===== config.mk =====
export PLATFORM = sky130hd
export DESIGN_NAME = shift_src_mux_reg
export DESIGN_NICKNAME = d
export VERILOG_FILES = /design/src/rtl/shift_src_mux_reg_pkg.sv /design/src/rtl/shift_src_mux_reg_skid_buf2.sv /design/src/rtl/shift_src_mux_reg.sv
export SDC_FILE = /design/constraint.sdc
export NUM_CORES = 1
export LEC_CHECK = 0
export BUFFER_PORTS_ARGS = -buffer_cell sky130_fd_sc_hd__buf_2
export CORE_UTILIZATION = 51
export DETAILED_ROUTE_END_ITERATION = 12
export GPL_ROUTABILITY_DRIVEN = 0
export PLACE_DENSITY = 0.81
export SYNTH_ARGS = -nofsm -noshare
export SYNTH_HDL_FRONTEND = slang
export SYNTH_SLANG_ARGS = --single-unit

===== constraint.sdc =====
create_clock -name clk -period 2.7 [get_ports clk]
set_input_delay 0.27 -clock clk [delete_from_list [all_inputs] [get_ports clk]]
set_output_delay 0.27 -clock clk [all_outputs]
set_load 0.01 [all_outputs]

===== src/rtl/shift_src_mux_reg_pkg.sv =====
// Shared definitions for the shift-source select block: select-width helper,
// skid buffer depth and the buffer occupancy type.
package shift_src_mux_reg_pkg;

    localparam int SKID_DEPTH = 2;

    // Occupancy of the skid buffer, 0..SKID_DEPTH.
    typedef logic [1:0] skid_cnt_t;

    function automatic int fn_sel_w(input int n);
        return (n <= 2) ? 1 : $clog2(n);
    endfunction

endpackage


===== src/rtl/shift_src_mux_reg_skid_buf2.sv =====
// Two-entry valid/ready skid buffer. in_ready depends only on the registered
// occupancy, so there is no combinational path from out_ready to in_ready.
module skid_buf2
    import shift_src_mux_reg_pkg::*;
#(
    parameter int WIDTH = 32
) (
    input  logic             clk,
    input  logic             reset_n,
    input  logic             in_valid,
    output logic             in_ready,
    input  logic [WIDTH-1:0] in_data,
    output logic             out_valid,
    input  logic             out_ready,
    output logic [WIDTH-1:0] out_data
);

    skid_cnt_t        r_count;
    logic [WIDTH-1:0] r_head;
    logic [WIDTH-1:0] r_tail;
    logic             w_push;
    logic             w_pop;

    assign in_ready  = (r_count < skid_cnt_t'(SKID_DEPTH));
    assign out_valid = (r_count != skid_cnt_t'(0));
    assign out_data  = r_head;
    assign w_push    = in_valid & in_ready;
    assign w_pop     = out_valid & out_ready;

    // r_head is left untouched when the last word pops, so data_out keeps
    // showing the most recently popped word while the buffer is empty.
    always_ff @(posedge clk or negedge reset_n) begin
        if (!reset_n) begin
            r_count <= '0;
            r_head  <= '0;
            r_tail  <= '0;
        end else begin
            case ({w_push, w_pop})
                2'b10: begin
                    r_count <= r_count + skid_cnt_t'(1);
                    if (r_count == skid_cnt_t'(0)) begin
                        r_head <= in_data;
                    end else begin
                        r_tail <= in_data;
                    end
                end
                2'b01: begin
                    r_count <= r_count - skid_cnt_t'(1);
                    if (r_count == skid_cnt_t'(2)) begin
                        r_head <= r_tail;
                    end
                end
                2'b11: begin
                    // Both only possible at count=1: the new word replaces the head.
                    r_head <= in_data;
                end
                default: begin
                end
            endcase
        end
    end

endmodule


===== src/rtl/shift_src_mux_reg.sv =====
// Registered N-way shift-source select with valid/ready flow control.
// Out-of-range selects are consumed, dropped and flagged on sticky sel_err.
module shift_src_mux_reg
    import shift_src_mux_reg_pkg::*;
#(
    parameter  int WIDTH = 32,
    parameter  int N_IN  = 3,
    localparam int SEL_W = fn_sel_w(N_IN)
) (
    input  logic                  clk,
    input  logic                  reset_n,
    input  logic                  in_valid,
    output logic                  in_ready,
    input  logic [SEL_W-1:0]      sel,
    input  logic [N_IN*WIDTH-1:0] data_in,
    output logic                  out_valid,
    input  logic                  out_ready,
    output logic [WIDTH-1:0]      data_out,
    output logic                  sel_err,
    input  logic                  err_clr
);

    localparam logic [SEL_W:0] N_IN_C = (SEL_W + 1)'(N_IN);

    logic [WIDTH-1:0] w_sel_word;
    logic             w_sel_ok;
    logic             w_accept;
    logic             w_bad;
    logic             w_buf_ready;
    logic             r_sel_err;

    // Extra MSB keeps the compare unsigned and valid when N_IN is a power of two.
    assign w_sel_ok = ({1'b0, sel} < N_IN_C);

    always_comb begin
        w_sel_word = '0;
        for (int k = 0; k < N_IN; k++) begin
            if (sel == SEL_W'(k)) begin
                w_sel_word = data_in[k*WIDTH +: WIDTH];
            end
        end
    end

    assign in_ready = w_buf_ready;
    assign w_accept = in_valid & w_buf_ready;
    assign w_bad    = w_accept & ~w_sel_ok;

    always_ff @(posedge clk or negedge reset_n) begin
        if (!reset_n) begin
            r_sel_err <= 1'b0;
        end else if (w_bad) begin
            r_sel_err <= 1'b1;
        end else if (err_clr) begin
            r_sel_err <= 1'b0;
        end
    end

    assign sel_err = r_sel_err;

    skid_buf2 #(
        .WIDTH(WIDTH)
    ) u_skid (
        .clk      (clk),
        .reset_n  (reset_n),
        .in_valid (in_valid & w_sel_ok),
        .in_ready (w_buf_ready),
        .in_data  (w_sel_word),
        .out_valid(out_valid),
        .out_ready(out_ready),
        .out_data (data_out)
    );

endmodule

* Word-level counts from Yosys, hierarchy flattened
Index checks and enable logic that the tools add are counted.
Word-level totals: word-level logic and storage cells 40, ROM bits 0, output and inout bits 35, bits in registers 67, latch bits 0, RAM bits 0, input port bits 103, memories 0
Operators by class: bitwise operators 7, equality and inequality tests 8, mux-type cells 9, add/subtract/negate cells 2, shifts and indexed selects 0, divide/modulo/power cells 0, multiply operators 0, $lt $le $gt $ge 2, reduce and logical (&&, ||, !) cells 8
Operators with widths (count):
- $mux 32 | 5
- $pmux 32 s3 | 1
- $eq 2x2->1 const B | 4
- $reduce_bool 2->1 | 3
- $and 1x1->1 | 5
- $eq 2x1->1 const B | 2
- $logic_not 2->1 | 2
- $lt 2x2->1 const B | 2
- $ne 2x1->1 const B | 2
- $pmux 2 s2 | 1
- $reduce_and 3->1 | 1
- $reduce_bool 3->1 | 1
- $add 2x1->2 const B | 1
- $mux 1 | 2
- $not 1->1 | 2
- $reduce_and 2->1 | 1
- $sub 2x1->2 const B | 1

* Depth between registers and ports, before layout
word-level depth 6, mapped depth 10, gate-level depth less buffers 7

* By module
From an unflattened synthesis, not the netlist that was laid out.
Second synthesis, totals: cell total of the unflattened synthesis 271, area total of the unflattened synthesis 3839.9 um2
Modules (own cells, without submodules):
- skid_buf2 | seq. area each 1651.6 um2, instances 1, area an instance 2934.1 um2, cells each 189
- shift_src_mux_reg | seq. area each 25.0 um2, instances 1, area an instance 905.9 um2, cells each 82

* Worst setup path before layout
No wires, ideal clock.
kind reg-to-reg, start point register u_skid.r_count[1], end point register u_skid.r_head[0], in the netlist u_skid.out_data[0], path slack 593 ps, clock period less this slack 2107 ps, cell stages (with the launch flop) 9, path buffers 1, arrival 1979 ps, setup time 127 ps, required time 2573 ps, path through dfrtp_1 or2_2 nand2_1 inv_1 ha_1 nor3_1 a21oi_4 buf_6 mux2_1
On the way: longest elaborated chain between the ends 5, elaborated cells on any way between the ends 14, classes of those cells 1 x order compare; 6 x eq/ne; 1 x mux; 2 x bitwise; 4 x reduce/logical
Ends and longest elaborated chain:
- start: declaration | line shift_src_mux_reg_skid_buf2.sv:18 | skid_cnt_t r_count;
- start signal: assignment | line shift_src_mux_reg_skid_buf2.sv:40 | r_count <= r_count + skid_cnt_t'(1);
- start signal: assignment | line shift_src_mux_reg_skid_buf2.sv:48 | r_count <= r_count - skid_cnt_t'(1);
- $reduce_bool 2->1 * | line shift_src_mux_reg_skid_buf2.sv:25 | assign out_valid = (r_count != skid_cnt_t'(0));
- net out_valid | line shift_src_mux_reg.sv:16 | output logic out_valid,
- $and 1x1->1 * | line shift_src_mux_reg_skid_buf2.sv:28 | assign w_pop = out_valid & out_ready;
- $eq 2x1->1 or $eq 2x2->1 (tied branches) | line shift_src_mux_reg_skid_buf2.sv:38 | case ({w_push, w_pop})
- $ne 2x1->1 (no line) or $reduce_bool 3->1 (tied branches)
- $reduce_and 3->1 (no line)
- end signal: assignment | line shift_src_mux_reg_skid_buf2.sv:42 | r_head <= in_data;
- end signal: assignment | line shift_src_mux_reg_skid_buf2.sv:50 | r_head <= r_tail;
- end signal: assignment | line shift_src_mux_reg_skid_buf2.sv:55 | r_head <= in_data;
- end: declaration | line shift_src_mux_reg_skid_buf2.sv:19 | logic [WIDTH-1:0] r_head;
Mark *: on every way through the listed nets, which the timed path passes. The rest lies on a longest branch. A chain may end at the register's enable or synchronous reset.

* Worst setup path after layout
start point register u_skid.r_count[1], end point register u_skid.r_head[23], in the netlist u_skid.out_data[23]
On the way: longest elaborated chain between the ends 5, elaborated cells on any way between the ends 14, classes of those cells 1 x order compare; 6 x eq/ne; 1 x mux; 2 x bitwise; 4 x reduce/logical
Ends and longest elaborated chain (line):
- $lt 2x2->1 or $reduce_bool 2->1 (tied branches) | shift_src_mux_reg_skid_buf2.sv:24, shift_src_mux_reg_skid_buf2.sv:25
- $and 1x1->1, on equally long branches | shift_src_mux_reg_skid_buf2.sv:27, shift_src_mux_reg_skid_buf2.sv:28
- $eq 2x1->1 or $eq 2x2->1 (tied branches) | shift_src_mux_reg_skid_buf2.sv:38
- $ne 2x1->1 (no line) or $reduce_bool 3->1 (tied branches)
- $reduce_and 3->1 (no line)
Parallel ways exist; a longest one is shown, timed or not.

==> impl_metrics.py <==
metrics = {
    "status": {
        "outcome": "complete, no violations",
    },
    "floorplanning": {
        "dieArea_sq_um": 8217,
        "die_w_microns": 90.65,
        "ios": 138,
        "initial_core_util_pct": 54.10,
        "die_h_microns": 90.65,
        "rows": 31,
        "core_sq_um": 7408,
    },
    "sta": {
        "finalMaxSlewViolations": 0,
        "rsz0062_at_grt": "no",
        "setup_tns_ns": 0,
        "fin_skew_ns": 0.008362,
        "post-route-period-util_pct": 94.76,
        "hold_viol_final": 0,
        "layout_setup_ws_ns": 0.1414,
        "tightest_slew_ns": 0.7630,
        "fin_crit_ns": 2.559,
        "relSlewSlack_pct": 49.02,
        "fmax_mhz": 390.8,
        "setup_viol": 0,
    },
    "global_routing": {
        "first_global_vias": 3265,
        "grt_pass1_wl_mm": 15.82,
        "overflow": 0,
        "antenna_found_initial": 0,
        "grt_util_all_layers_pct": 24.16,
        "grt_max_degree": 66,
    },
    "route": {
        "met1_length_mm": 4.164,
        "drt_wl_total_mm": 9.559,
        "initialDrtViolationCount": 170,
        "vias": 3276,
        "ant_nets": 0,
        "wl_met2_mm": 4.541,
        "met3WireLength_microns": 696,
        "wl_per_cell_microns": 16.60,
        "routed.top_layer": "met4",
        "drt-pass1-iter-count": 5,
        "drc_errors": 0,
        "routed_via_density": 5.688,
    },
    "synthesis": {
        "synth_fa_ha_area_share_pct": 0.9366,
        "netlist_instances": 345,
        "synth_warnings": 0,
        "async_reset_ff_share_pct": 100.0,
        "synth_simple_gate_area_share_pct": 10.18,
        "synth-edff-count": 0,
        "synth-xor-area-share_pct": 0.6556,
        "synthFlopType": "dfrtp_1",
        "synth_area_sq_um": 4008,
        "synth_compound_area_share_pct": 13.11,
        "synth_seq_cells": 67,
        "synth.avg_cell_area_sq_um": 11.62,
        "synth_top_family_by_area": "multiplexers",
        "muxShareOfSynthArea_pct": 27.07,
        "yosysSeqAreaShare_pct": 41.84,
        "syn_nets": 451,
        "ys_types": 27,
    },
    "power_and_ir_drop": {
        "irDropWorstVdd_uv": 367.6,
        "leakagePower_nw": 2.374,
        "p_total_mw": 4.591,
        "power_density_nw_per_um2": 938.1,
    },
    "min_path": {
        "hold_path_depth": 2,
        "worst_hold_path.endpoint": "sel_err",
        "hold_start": "err_clr",
        "hold_class": "primary input to register",
    },
    "finish": {
        "diodes": 0,
        "drive_gt1_share_pct": 49.90,
        "nets": 579,
        "final_cells": 576,
        "syn_to_final_growth_pct": 22.10,
        "fillCellCount": 583,
    },
    "worst_setup_path": {
        "path_class": "register to register",
        "crit_path_end_kind": "register",
        "critPathArrivalTime_ns": 2.79,
        "worstReg2RegEnd": "u_skid.out_data[23]",
        "rr_worst_depth": 6,
        "cp_max_fo": 16,
        "startpoint_type": "register",
        "rrSetupSlack_ns": 0.14,
        "r2r-start": "u_skid.r_count[1]",
        "crit_required_ns": 2.93,
    },
    "clocking": {
        "clock_path_buffers": 2,
        "root_buffer": "clkbuf_8",
        "cts_setup_buffers": 0,
        "clkSinkCount": 67,
        "clkTransAtPathRegs_ns": 0.07,
        "cts_tree": "done",
        "htreeDepth": 3,
        "insertion_delay_ns": 0.34,
        "cts_buffers": 9,
    },
    "placed_design": {
        "dp_cells": 559,
        "dp_slack_ns": -0.1215,
        "dp_hpwl_mm": 6.512,
        "io_buffers": 137,
    },
    "job": {
        "max_cap_violations": 0,
    },
}
==> cells by family after synthesis <==
kind of cell | after synthesis
DFF | 67
xor gates and xnor gates | 3
buffers and inverters | 35
and+or+nand+nor | 74
muxes | 97
AOI/OAI and AO/OA | 66
adders and majority gates | 3
==> cell usage after synthesis, drive strengths merged (2+ instances only) <==
| master | count | area share [%] |
|---|---|---|
| ha | 3 | 0.94 |
| inv | 4 | 0.37 |
| dfrtp | 67 | 42 |
| o21ai | 32 | 4.0 |
| mux2i | 33 | 8.2 |
| nand3b | 32 | 6.0 |
| or2 | 2 | 0.31 |
| nand2 | 37 | 3.5 |
| o221ai | 32 | 8.6 |
| buf | 19 | 4.7 |
| xor2 | 2 | 0.44 |
| clkbuf | 12 | 1.1 |
| mux2 | 64 | 19 |
==> critical path: stages (launching register included) <==
cell,delay [ns]
dfrtp_1,0.43
or2_2,0.35
nand2_1,0.14
ha_1,0.24
mux2i_1,0.21
a21oi_4,0.68
mux2_2,0.40
==> state kept, by name, summed over array words and instances (netlist names) <==
signal / count
sel_err: 1
u_skid.r_tail: 32
u_skid.r_count: 2
u_skid.out_data: 32
==> per-stage QoR <==
step           util (%)  area (sq um)  hold WS, ns
2_1_floorplan         -          4008     -0.02559
3_3_place_gp      62.98          4666       0.3416
3_5_place_dp      62.98          4666       0.3368
4_1_cts           66.05          4893       0.1213
5_1_grt           66.05          4893       0.1305
6_report          66.05          4893       0.1375
==> routing by layer <==
metal / vias up / track usage (%)
met5: - / 0
met2: 159 / 39.02
met3: 12 / 5.303
met4: 0 / 7.661
li1: 1536 / -
met1: 1569 / 32.33
==> timing repair <==
item,CTS,global route
resized for setup,1,0
endpoints found under the setup margin,32,0
hold buffers,1,0
endpoints found under the hold margin,67,0
==> area by class of cell <==
class	count	area, sq um	share of cell area [%]
inverters	4	15.01	0.3068
clock inverters	4	50.05	1.023
multi-input cells	244	2101	42.93
flip-flops and latches	67	1677	34.26
clock buffers	11	151.4	3.094
repair buffers	147	775.7	15.85
well taps	99	123.9	2.531
==> placed cells by master, fill, tap and decap left out <==
| cell type | Yosys | final |
|---|---|---|
| dfrtp_1 | 67 | 67 |
| nand3_1 | 1 | 1 |
| clkinv_2 | 0 | 1 |
| o22ai_1 | 1 | 1 |
| clkbuf_8 | 0 | 11 |
| buf_2 | 4 | 137 |
| ha_1 | 3 | 2 |
| nand3b_1 | 32 | 32 |
| mux2_2 | 53 | 53 |
| or2_2 | 1 | 1 |
| mux2i_1 | 33 | 33 |
| mux2_4 | 9 | 9 |
| ha_2 | 0 | 1 |
| mux2_1 | 2 | 2 |
| nor2_1 | 1 | 1 |
| or2_1 | 1 | 1 |
| a21oi_4 | 1 | 2 |
| clkinvlp_4 | 0 | 2 |
| nand2_2 | 1 | 1 |
| bufinv_16 | 0 | 1 |
| xnor2_1 | 1 | 1 |
| nor3_1 | 1 | 1 |
| buf_4 | 1 | 8 |
| inv_1 | 4 | 4 |
| buf_12 | 0 | 1 |
| o221ai_2 | 10 | 10 |
| xor2_1 | 2 | 2 |
| dlygate4sd3_1 | 0 | 1 |
| o221ai_1 | 22 | 22 |
| nand2_1 | 36 | 36 |
| o21ai_0 | 32 | 32 |
==> where the power goes <==
part	switching, mW	leakage [nW]	internal [mW]
Combinational	0.978	1.43	1.05
Sequential	0.249	0.842	1.46
Clock	0.376	0.0974	0.470
==> worst max path at each step <==
stage	startpoint	slack, ns	endpoint
floorplan	u_skid.r_count[1]	0.59	u_skid.out_data[0]
global placement	u_skid.r_count[1]	0.04	u_skid.out_data[17]
detailed placement	u_skid.r_count[1]	-0.12	u_skid.out_data[30]
CTS	u_skid.r_count[1]	0.14	u_skid.out_data[23]
global route	u_skid.r_count[1]	0.02	u_skid.out_data[23]
finish	u_skid.r_count[1]	0.14	u_skid.out_data[23]
No activity file was read; power rests on OpenSTA's default activity.
